**src/rtl/imem_loader_pkg.sv**
```systemverilog
// rtl/imem_loader_pkg.sv - shared defaults and FSM state encodings for imem_loader (IMEM_LOADER_CSUM_EN adds CHECK)
package imem_loader_pkg;

  // Default word-address width: 2^10 words of 32 bits.
  localparam int IMEM_AW_DEFAULT = 10;

  typedef enum logic [2:0] {
    ST_IDLE  = 3'd0,
    ST_RECV  = 3'd1,
    ST_WRITE = 3'd2,
`ifdef IMEM_LOADER_CSUM_EN
    ST_CHECK = 3'd3,
`endif
    ST_DONE  = 3'd4
  } state_t;

endpackage

```
**src/rtl/imem_loader_if.sv**
```systemverilog
// rtl/imem_loader_if.sv - byte-stream input and instruction-memory write bus of imem_loader
interface imem_loader_if
  import imem_loader_pkg::*;
#(
  parameter int AW = IMEM_AW_DEFAULT
) ();

  logic [7:0]    byte_in;
  logic          byte_valid;
  logic          byte_ready;
  logic          we;
  logic [AW+1:0] waddr;
  logic [31:0]   wdata;

  // Loader side: consumes bytes, drives memory writes.
  modport master (
    input  byte_in,
    input  byte_valid,
    output byte_ready,
    output we,
    output waddr,
    output wdata
  );

  // Source/memory side.
  modport slave (
    output byte_in,
    output byte_valid,
    input  byte_ready,
    input  we,
    input  waddr,
    input  wdata
  );

endinterface

```
**src/rtl/imem_loader_byte_packer.sv**
```systemverilog
// rtl/imem_loader_byte_packer.sv - assembles four bytes little-endian into one 32-bit word
module imem_loader_byte_packer (
  input  logic        clk,
  input  logic        rst,
  input  logic        clr,
  input  logic        load,
  input  logic [7:0]  byte_in,
  output logic [31:0] word,
  output logic        full
);

  logic [1:0] lane;

  // Store each accepted byte in its lane; lane index wraps after byte 3.
  always_ff @(posedge clk) begin
    if (rst) begin
      word <= '0;
      lane <= 2'd0;
    end else if (clr) begin
      word <= '0;
      lane <= 2'd0;
    end else if (load) begin
      word[{lane, 3'b000} +: 8] <= byte_in;
      lane                      <= lane + 2'd1;
    end
  end

  // Lane 3 is pending: the next accepted byte completes the word.
  assign full = (lane == 2'd3);

endmodule

```
**src/rtl/imem_loader.sv**
```systemverilog
// rtl/imem_loader.sv - loads a byte stream into instruction memory while holding the CPU; IMEM_LOADER_CSUM_EN enables XOR checksum
module imem_loader
  import imem_loader_pkg::*;
#(
  parameter int AW = IMEM_AW_DEFAULT
) (
  input  logic          clk,
  input  logic          rst,
  input  logic          start,
  input  logic [AW-1:0] len_words,
  imem_loader_if.master bus,
  output logic          cpu_hold,
  output logic          done,
  output logic          err
);

  state_t        state;
  state_t        state_nxt;
  logic [AW-1:0] len_q;
  logic [AW-1:0] word_cnt;
  logic          start_ok;
  logic          accept;
  logic          pack_load;
  logic          lane_full;
  logic          last_word;
  logic          ready_c;
  logic          we_c;
  logic          hold_c;
  logic          done_c;
  logic [31:0]   word;

  assign start_ok  = (state == ST_IDLE) && start;
  assign accept    = bus.byte_valid && ready_c;
  assign pack_load = accept && (state == ST_RECV);
  assign last_word = (word_cnt == len_q - AW'(1));

  imem_loader_byte_packer u_byte_packer (
    .clk     (clk),
    .rst     (rst),
    .clr     (start_ok),
    .load    (pack_load),
    .byte_in (bus.byte_in),
    .word    (word),
    .full    (lane_full)
  );

  // State register.
  always_ff @(posedge clk) begin
    if (rst) begin
      state <= ST_IDLE;
    end else begin
      state <= state_nxt;
    end
  end

  // Length latch and word counter; the counter wraps naturally at 2^AW.
  always_ff @(posedge clk) begin
    if (rst) begin
      len_q    <= '0;
      word_cnt <= '0;
    end else if (start_ok) begin
      len_q    <= len_words;
      word_cnt <= '0;
    end else if (state == ST_WRITE) begin
      word_cnt <= word_cnt + AW'(1);
    end
  end

  // Next-state and output decode.
  always_comb begin
    state_nxt = state;
    ready_c   = 1'b0;
    we_c      = 1'b0;
    hold_c    = 1'b0;
    done_c    = 1'b0;
    case (state)
      ST_IDLE: begin
        if (start) begin
          state_nxt = (len_words == '0) ? ST_DONE : ST_RECV;
        end
      end
      ST_RECV: begin
        ready_c = 1'b1;
        hold_c  = 1'b1;
        if (accept && lane_full) begin
          state_nxt = ST_WRITE;
        end
      end
      ST_WRITE: begin
        we_c   = 1'b1;
        hold_c = 1'b1;
        if (last_word) begin
`ifdef IMEM_LOADER_CSUM_EN
          state_nxt = ST_CHECK;
`else
          state_nxt = ST_DONE;
`endif
        end else begin
          state_nxt = ST_RECV;
        end
      end
`ifdef IMEM_LOADER_CSUM_EN
      ST_CHECK: begin
        ready_c = 1'b1;
        hold_c  = 1'b1;
        if (accept) begin
          state_nxt = ST_DONE;
        end
      end
`endif
      ST_DONE: begin
        done_c    = 1'b1;
        hold_c    = 1'b1;
        state_nxt = ST_IDLE;
      end
      default: begin
        state_nxt = ST_IDLE;
      end
    endcase
  end

  assign bus.byte_ready = ready_c;
  assign bus.we         = we_c;
  assign bus.waddr      = {word_cnt, 2'b00};
  assign bus.wdata      = word;
  assign cpu_hold       = hold_c;
  assign done           = done_c;

`ifdef IMEM_LOADER_CSUM_EN
  logic [7:0] csum;
  logic       err_q;

  // Running XOR of payload bytes; the trailing byte is compared in CHECK and a mismatch sticks.
  always_ff @(posedge clk) begin
    if (rst) begin
      csum  <= '0;
      err_q <= 1'b0;
    end else if (start_ok) begin
      csum  <= '0;
      err_q <= 1'b0;
    end else begin
      if (pack_load) begin
        csum <= csum ^ bus.byte_in;
      end
      if ((state == ST_CHECK) && accept && (bus.byte_in != csum)) begin
        err_q <= 1'b1;
      end
    end
  end

  assign err = err_q;
`else
  assign err = 1'b0;
`endif

endmodule

```
**src/flat_wrapper.sv**
```systemverilog
// flat-port wrapper written by rule: the top's interface ports become plain ports
module imem_loader_flat import imem_loader_pkg::*;
#(
  parameter int AW = IMEM_AW_DEFAULT
)
  (clk, rst, start, len_words, cpu_hold, done, err, bus_byte_in, bus_byte_valid, bus_byte_ready, bus_we, bus_waddr, bus_wdata);
  imem_loader_if #(.AW(AW)) bus_i ();
  input  logic clk;
  input  logic rst;
  input  logic start;
  input  logic [AW-1:0] len_words;
  output logic cpu_hold;
  output logic done;
  output logic err;
  input wire logic [$bits(bus_i.byte_in)-1:0] bus_byte_in;
  input wire logic [$bits(bus_i.byte_valid)-1:0] bus_byte_valid;
  output wire logic [$bits(bus_i.byte_ready)-1:0] bus_byte_ready;
  output wire logic [$bits(bus_i.we)-1:0] bus_we;
  output wire logic [$bits(bus_i.waddr)-1:0] bus_waddr;
  output wire logic [$bits(bus_i.wdata)-1:0] bus_wdata;
  assign bus_i.byte_in = bus_byte_in;
  assign bus_i.byte_valid = bus_byte_valid;
  assign bus_byte_ready = bus_i.byte_ready;
  assign bus_we = bus_i.we;
  assign bus_waddr = bus_i.waddr;
  assign bus_wdata = bus_i.wdata;
  imem_loader #(.AW(AW)) u_core (.clk(clk), .rst(rst), .start(start), .len_words(len_words), .bus(bus_i), .cpu_hold(cpu_hold), .done(done), .err(err));
endmodule
```
**config.mk**
```make
export PLATFORM = sky130hd
export DESIGN_NAME = imem_loader_flat
export DESIGN_NICKNAME = d
export VERILOG_FILES = /design/src/rtl/imem_loader_pkg.sv /design/src/rtl/imem_loader_if.sv /design/src/rtl/imem_loader_byte_packer.sv /design/src/rtl/imem_loader.sv /design/src/flat_wrapper.sv
export SDC_FILE = /design/constraint.sdc
export NUM_CORES = 1
export LEC_CHECK = 0
export ABC_AREA = 1
export BUFFER_PORTS_ARGS = -buffer_cell sky130_fd_sc_hd__clkbuf_2
export CAP_MARGIN = 20
export CORE_ASPECT_RATIO = 0.7
export CORE_MARGIN = 2
export CORE_UTILIZATION = 53
export CTS_CLUSTER_DIAMETER = 50
export DETAILED_ROUTE_END_ITERATION = 8
export PLACE_DENSITY = 0.87
export SLEW_MARGIN = 25
export SYNTH_ARGS = -nofsm -noshare
export SYNTH_HDL_FRONTEND = slang
export SYNTH_SLANG_ARGS = --single-unit
```
**constraint.sdc**
```tcl
create_clock -name clk -period 2.6 [get_ports clk]
set_clock_uncertainty 0.1 [all_clocks]
set_input_delay 0.26 -clock clk [delete_from_list [all_inputs] [get_ports clk]]
set_output_delay 0.26 -clock clk [all_outputs]
set_load 0.03 [all_outputs]
```
==> results.yml, run 1 <==
synth:
  synthDistinctLibCells: 31
  synth.avg_cell_area_um2: 7.01
  syn-cell-area_um2: 2770
  yosys_register_bits: 57
  synthCells: 395
  ys_seq_area_share_pct: 41.2
  ys_warn_count: 0
timing:
  maxSlewViolCount: 0
  clock.fmax_mhz: 484
  setup_viol: 0
  min_period_ps: 2070
  hold_viol_final: 0
  rsz0062_at_grt: "false"
  fin_setup_tns_ps: 0
  fin_crit_sh_pct: 79.5
run:
  maxCapViolations: 0
clock_network:
  insertion_delay_ps: 320
  clkSlewWorstSetupHoldPaths_ps: 60
  postCtsSetupBuffers: 0
  clockBufferDepth: 2
  cts_root_buf: "clkbuf_8"
  cts_tree: "yes"
  cts_hold_buf: 0
  htree_levels: 3
  cts_resized: 0
  numCtsBuffers: 9
  clkSinkCount: 57
power:
  p_leak_nw: 1.45
  power.density_nw_per_um2: 575
  peakVddDrop_v: 0.000360
floorplanning:
  die_area_um2: 5830
  initial_utilization_pct: 56.4
  coreArea_um2: 4910
  die_h_um: 64.5
  num_rows: 21
  die_w_um: 90.4
  ioPinCount: 71
route:
  drtAntennaViolNets: 0
  vias: 2774
  initialDrtViolationCount: 227
  drt_pass1_iterations: 5
  wl_um: 6660
  drc: 0
  via_per_inst: 5.19
  avgRoutedWirePerCell_um: 12.5
worst_hold_path:
  hold_path.class: "in -> reg"
layout:
  diodes: 0
  layout-drive-gt1-share_pct: 21.5
  layout_common_cells: "nand2_1 (92), clkbuf_2 (67), dfxtp_1 (57)"
  fillers: 453
  nNetsFinal: 492
  area_growth_pct: 18.4
  stdcell_area_um2: 3280
  layout.cells.most_common: "nand2_1"
placed_design:
  gp_congestion: 0.882
  dpl_cell_area_um2: 3140
  io_buffers: 67
  dp_hpwl_um: 5060
critical_path:
  startpoint_type: "flip-flop"
  cp_max_fo: 14
  cp.arrival_ps: 2220
  cp-end-kind: "flip-flop"
  crit_type: "reg -> reg"
  critPathRequiredTime_ps: 2750
global_routing:
  grt_pass1_vias: 2511
  grt_start_max_net_pins: 29
  grt_pass1_wl_um: 11600
  grt_remaining_overflow: 0
  groute.usage.overall_pct: 25.0
  grt_antenna_before_repair: 0
outcome:
  outcome: "finished clean"
## Yosys cell counts, drive strengths merged
library cell   n  share of area (%)
nand2         95                 13
dfxtp         57                 41
a21oi         54                9.8
nor2          42                6.9
inv           39                5.4
nand3         34                6.5
o21ai         25                4.5
buf           10                2.3
or3            8                1.8
ha             7                3.2
nand4          5                1.1
clkbuf         4               0.54
nor3           3               0.54
xor2           3               0.95
nor4           2               0.45
or2            2               0.45
clkinv         1               0.14
conb           1               0.14
nand3b         1               0.27
o21a           1               0.27
o311ai         1               0.32
## power breakdown
| part | switching [mW] | internal (mW) | leakage [nW] |
|---|---|---|---|
| clock network | 0.315 | 0.335 | 0.0733 |
| registers | 0.0209 | 0.899 | 0.462 |
| logic | 0.218 | 0.0969 | 0.919 |
## per-stage QoR
step | util [%] | hold slack [ps] | instances | worst slack, ps | power [mW]
finish | 66.7 | 46.2 | 535 | 532 | 1.89
global placement | 63.8 | 353 | 521 | 679 | 1.24
floorplan | - | 229 | 397 | 725 | 1.17
detailed placement | 63.8 | 358 | 521 | 569 | 1.25
CTS | 66.7 | 28.2 | 535 | 563 | 1.90
global route | 66.7 | 31.3 | 535 | 405 | 1.99
## area by class of cell
| cell class | count | area (um^2) | area share (%) |
|---|---|---|---|
| inverter | 40 | 153 | 4.65 |
| clock buffer | 13 | 139 | 4.24 |
| multi-input combinational | 286 | 1410 | 42.8 |
| tap | 69 | 86.3 | 2.63 |
| clock inverter | 1 | 5.00 | 0.153 |
| timing repair buffer | 69 | 350 | 10.7 |
| sequential | 57 | 1140 | 34.8 |
## sequential cells by signal (all words and copies together), names as in the netlist
signal,flops
u_core.word_cnt,10
u_core.state,3
u_core.len_q,10
u_core.u_byte_packer.lane,2
u_core.u_byte_packer.word,32
## worst max-delay path: stages (launching register included)
cell and delay (ps):
dfxtp_1 390, inv_1 200, ha_1 550, nand2_1 220
or3_1 390, a21oi_1 140
## per-layer routing
layer,global-route usage (%),vias up,part of all wire (%)
met5,0,-,0
met4,9.42,0,0.95
met3,5.70,7,8.6
met2,36.9,119,41
met1,35.8,1224,49
li1,-,1424,-
## logic make-up after synthesis
family	after synthesis	synth area share, %
buffers and inverters	54	8.36
other	1	0.135
AND/OR/NAND/NOR	192	31.3
XOR/XNOR	3	0.949
AO/OA/AOI/OAI	81	14.9
flip-flops	57	41.2
adder cells (fa/ha/maj)	7	3.16
## final timing paths
| check | slack [ps] | cells after the start | endpoint | startpoint |
|---|---|---|---|---|
| worst max-delay path | 530 | 5 | u_core.u_byte_packer.word[18]$_SDFFE_PP0P_ | u_core.u_byte_packer.lane[0]$_SDFFE_PP0P_ |
| worst min-delay path | 50 | 2 | u_core.len_q[9]$_SDFFE_PP0P_ | rst |
| worst max register to register | 530 | 5 | u_core.u_byte_packer.word[18]$_SDFFE_PP0P_ | u_core.u_byte_packer.lane[0]$_SDFFE_PP0P_ |
| worst min register to register | 360 | 2 | u_core.u_byte_packer.word[14]$_SDFFE_PP0P_ | u_core.u_byte_packer.word[14]$_SDFFE_PP0P_ |
Power figures use the tool's default switching activity.
==> run 2, diff against run 1 <==
Settings changed: CORE_UTILIZATION 53 to 48, PLACE_DENSITY 0.87 to 0.83.
Clock period 2.6 ns to 1.9 ns, I/O delays scaled along.
==> run 2 against run 1 <==
  * Total power grew 58%
  * Count of clock-buffer cells in the layout shrank 1
  * Critical path type unchanged
  * Sequential power grew 37%
  * Final area grew 4.8%
  * Worst setup slack lost 390 ps
  * Largest power group unchanged
  * Worst hold slack lost 18 ps
  * Clock power grew 91%
==> results.yml, run 2 (synthesis gave the netlist of run 1 again) <==
floorplanning:
  ioPinCount: 71
  initial_utilization_pct: 49.1
  coreArea_um2: 5640
  die_h_um: 67.6
  num_rows: 23
  die_area_um2: 6400
  die_w_um: 94.8
layout:
  regMostFlops: "u_core.u_byte_packer.word"
  layout-drive-gt1-share_pct: 24.6
  stdcell_area_um2: 3440
  layout_common_cells: "nand2_1 (91), clkbuf_2 (67), dfxtp_1 (57)"
  post-route-util_pct: 60.9
  biggestRegsByFlops: "u_core.u_byte_packer.word (32), u_core.len_q (10), u_core.word_cnt (10)"
  nNetsFinal: 497
  largest_reg_flops: 32
  area_growth_pct: 24.0
  diodes: 0
  layout.cells.most_common: "nand2_1"
  fillers: 513
critical_path:
  critPathRequiredTime_ps: 2030
  startpoint_type: "flip-flop"
  crit_type: "reg -> reg"
  cp.arrival_ps: 1880
  cp-end-kind: "flip-flop"
  cp_max_fo: 9
timing:
  clock.fmax_mhz: 570
  hold_viol_final: 0
  fin_setup_tns_ps: 0
  rsz0062_at_grt: "false"
  fin_crit_sh_pct: 92.3
  min_period_ps: 1750
  hold_slack_ps: 28.4
  setup_viol: 0
  maxSlewViolCount: 0
worst_hold_path:
  hold_path.class: "in -> reg"
placed_design:
  dpl_cell_area_um2: 3170
  io_buffers: 67
  dp_hpwl_um: 5140
  gp_congestion: 0.896
outcome:
  outcome: "finished clean"
global_routing:
  grt_pass1_vias: 2500
  grt_antenna_before_repair: 0
  grt_start_max_net_pins: 29
  grt_remaining_overflow: 0
  grt_pass1_wl_um: 11700
  groute.usage.overall_pct: 23.4
route:
  avgRoutedWirePerCell_um: 13.4
  drt_pass1_iterations: 5
  via_per_inst: 5.21
  wl_um: 7310
  drtAntennaViolNets: 0
  initialDrtViolationCount: 218
  vias: 2848
  drc: 0
clock_network:
  clkSinkCount: 57
  clkSlewWorstSetupHoldPaths_ps: 60
  cts_root_buf: "clkbuf_8"
  cts_tree: "yes"
  numCtsBuffers: 9
  clockBufferDepth: 2
  htree_levels: 3
  postCtsSetupBuffers: 0
  insertion_delay_ps: 330
power:
  peakVddDrop_v: 0.000449
  power.density_nw_per_um2: 867
  p_leak_nw: 1.50
run:
  maxCapViolations: 0
## run 2: changes by cell type in the layout (fill, tap and decap cells not counted), sizes merged
cell and change:
buf +4, bufinv +2, clkbuf -1, clkinvlp +1, dlygate4sd3 +1, inv -1
## run 2: final timing paths
path	cells past startpoint	slack (ps)	from	end
setup reg to reg	14	150	u_core.len_q[0]$_SDFFE_PP0P_	u_core.state[0]$_SDFFE_PP0P_
setup / recovery	14	150	u_core.len_q[0]$_SDFFE_PP0P_	u_core.state[0]$_SDFFE_PP0P_
hold / removal	3	30	len_words[9]	u_core.len_q[9]$_SDFFE_PP0P_
hold reg to reg	2	360	u_core.u_byte_packer.word[26]$_SDFFE_PP0P_	u_core.u_byte_packer.word[26]$_SDFFE_PP0P_
## run 2: metrics by stage
step / power [mW] / setup WS (ps) / instances
floorplan: 1.60 / 25.4 / 397
global placement: 1.70 / 157 / 531
detailed placement: 1.71 / 55.4 / 531
CTS: 2.94 / 23.4 / 547
global route: 3.09 / 14.6 / 547
finish: 2.98 / 147 / 547
## run 2: timing repair
item,4_1_cts,5_1_grt
hold endpoints to repair,3,0
resized for setup,0,13
hold buffers,1,0
setup endpoints to repair,0,6
## run 2: layer usage
metal  track usage [%]  part of all wire (%)  vias up
li1                  -                     -     1435
met2              33.9                    43      118
met5                 0                     0        -
met4              7.25                   1.3        0
met3              7.59                   7.2       14
met1              32.9                    49     1281
## run 2: power by group
part / total, mW / switching, mW / internal, mW
clock: 1.24 / 0.478 / 0.766
sequential: 1.26 / 0.0310 / 1.23
combinational: 0.475 / 0.324 / 0.151
total: 2.98 / 0.833 / 2.15
## run 2: worst max-delay path, cell delays in order (launching register included)
cell and delay [ps]:
dfxtp_1 310, inv_2 150, ha_4 190, inv_1 40
nand2_1 50, nand2_1 60, xor2_1 130, nor2_1 110
nand2_1 80, nor2_2 120, nand3_1 80, nand2_1 70
nand2_1 50, nand2_1 50, a21oi_1 50
## run 2: area by class of cell
cell class / instances / area [um^2] / share of cell area, %
inverter: 40 / 156 / 4.55
tap: 75 / 93.8 / 2.73
clock inverter: 3 / 65.1 / 1.89
sequential: 57 / 1140 / 33.2
multi-input combinational: 286 / 1440 / 42.0
timing repair buffer: 74 / 390 / 11.4
clock buffer: 12 / 145 / 4.22
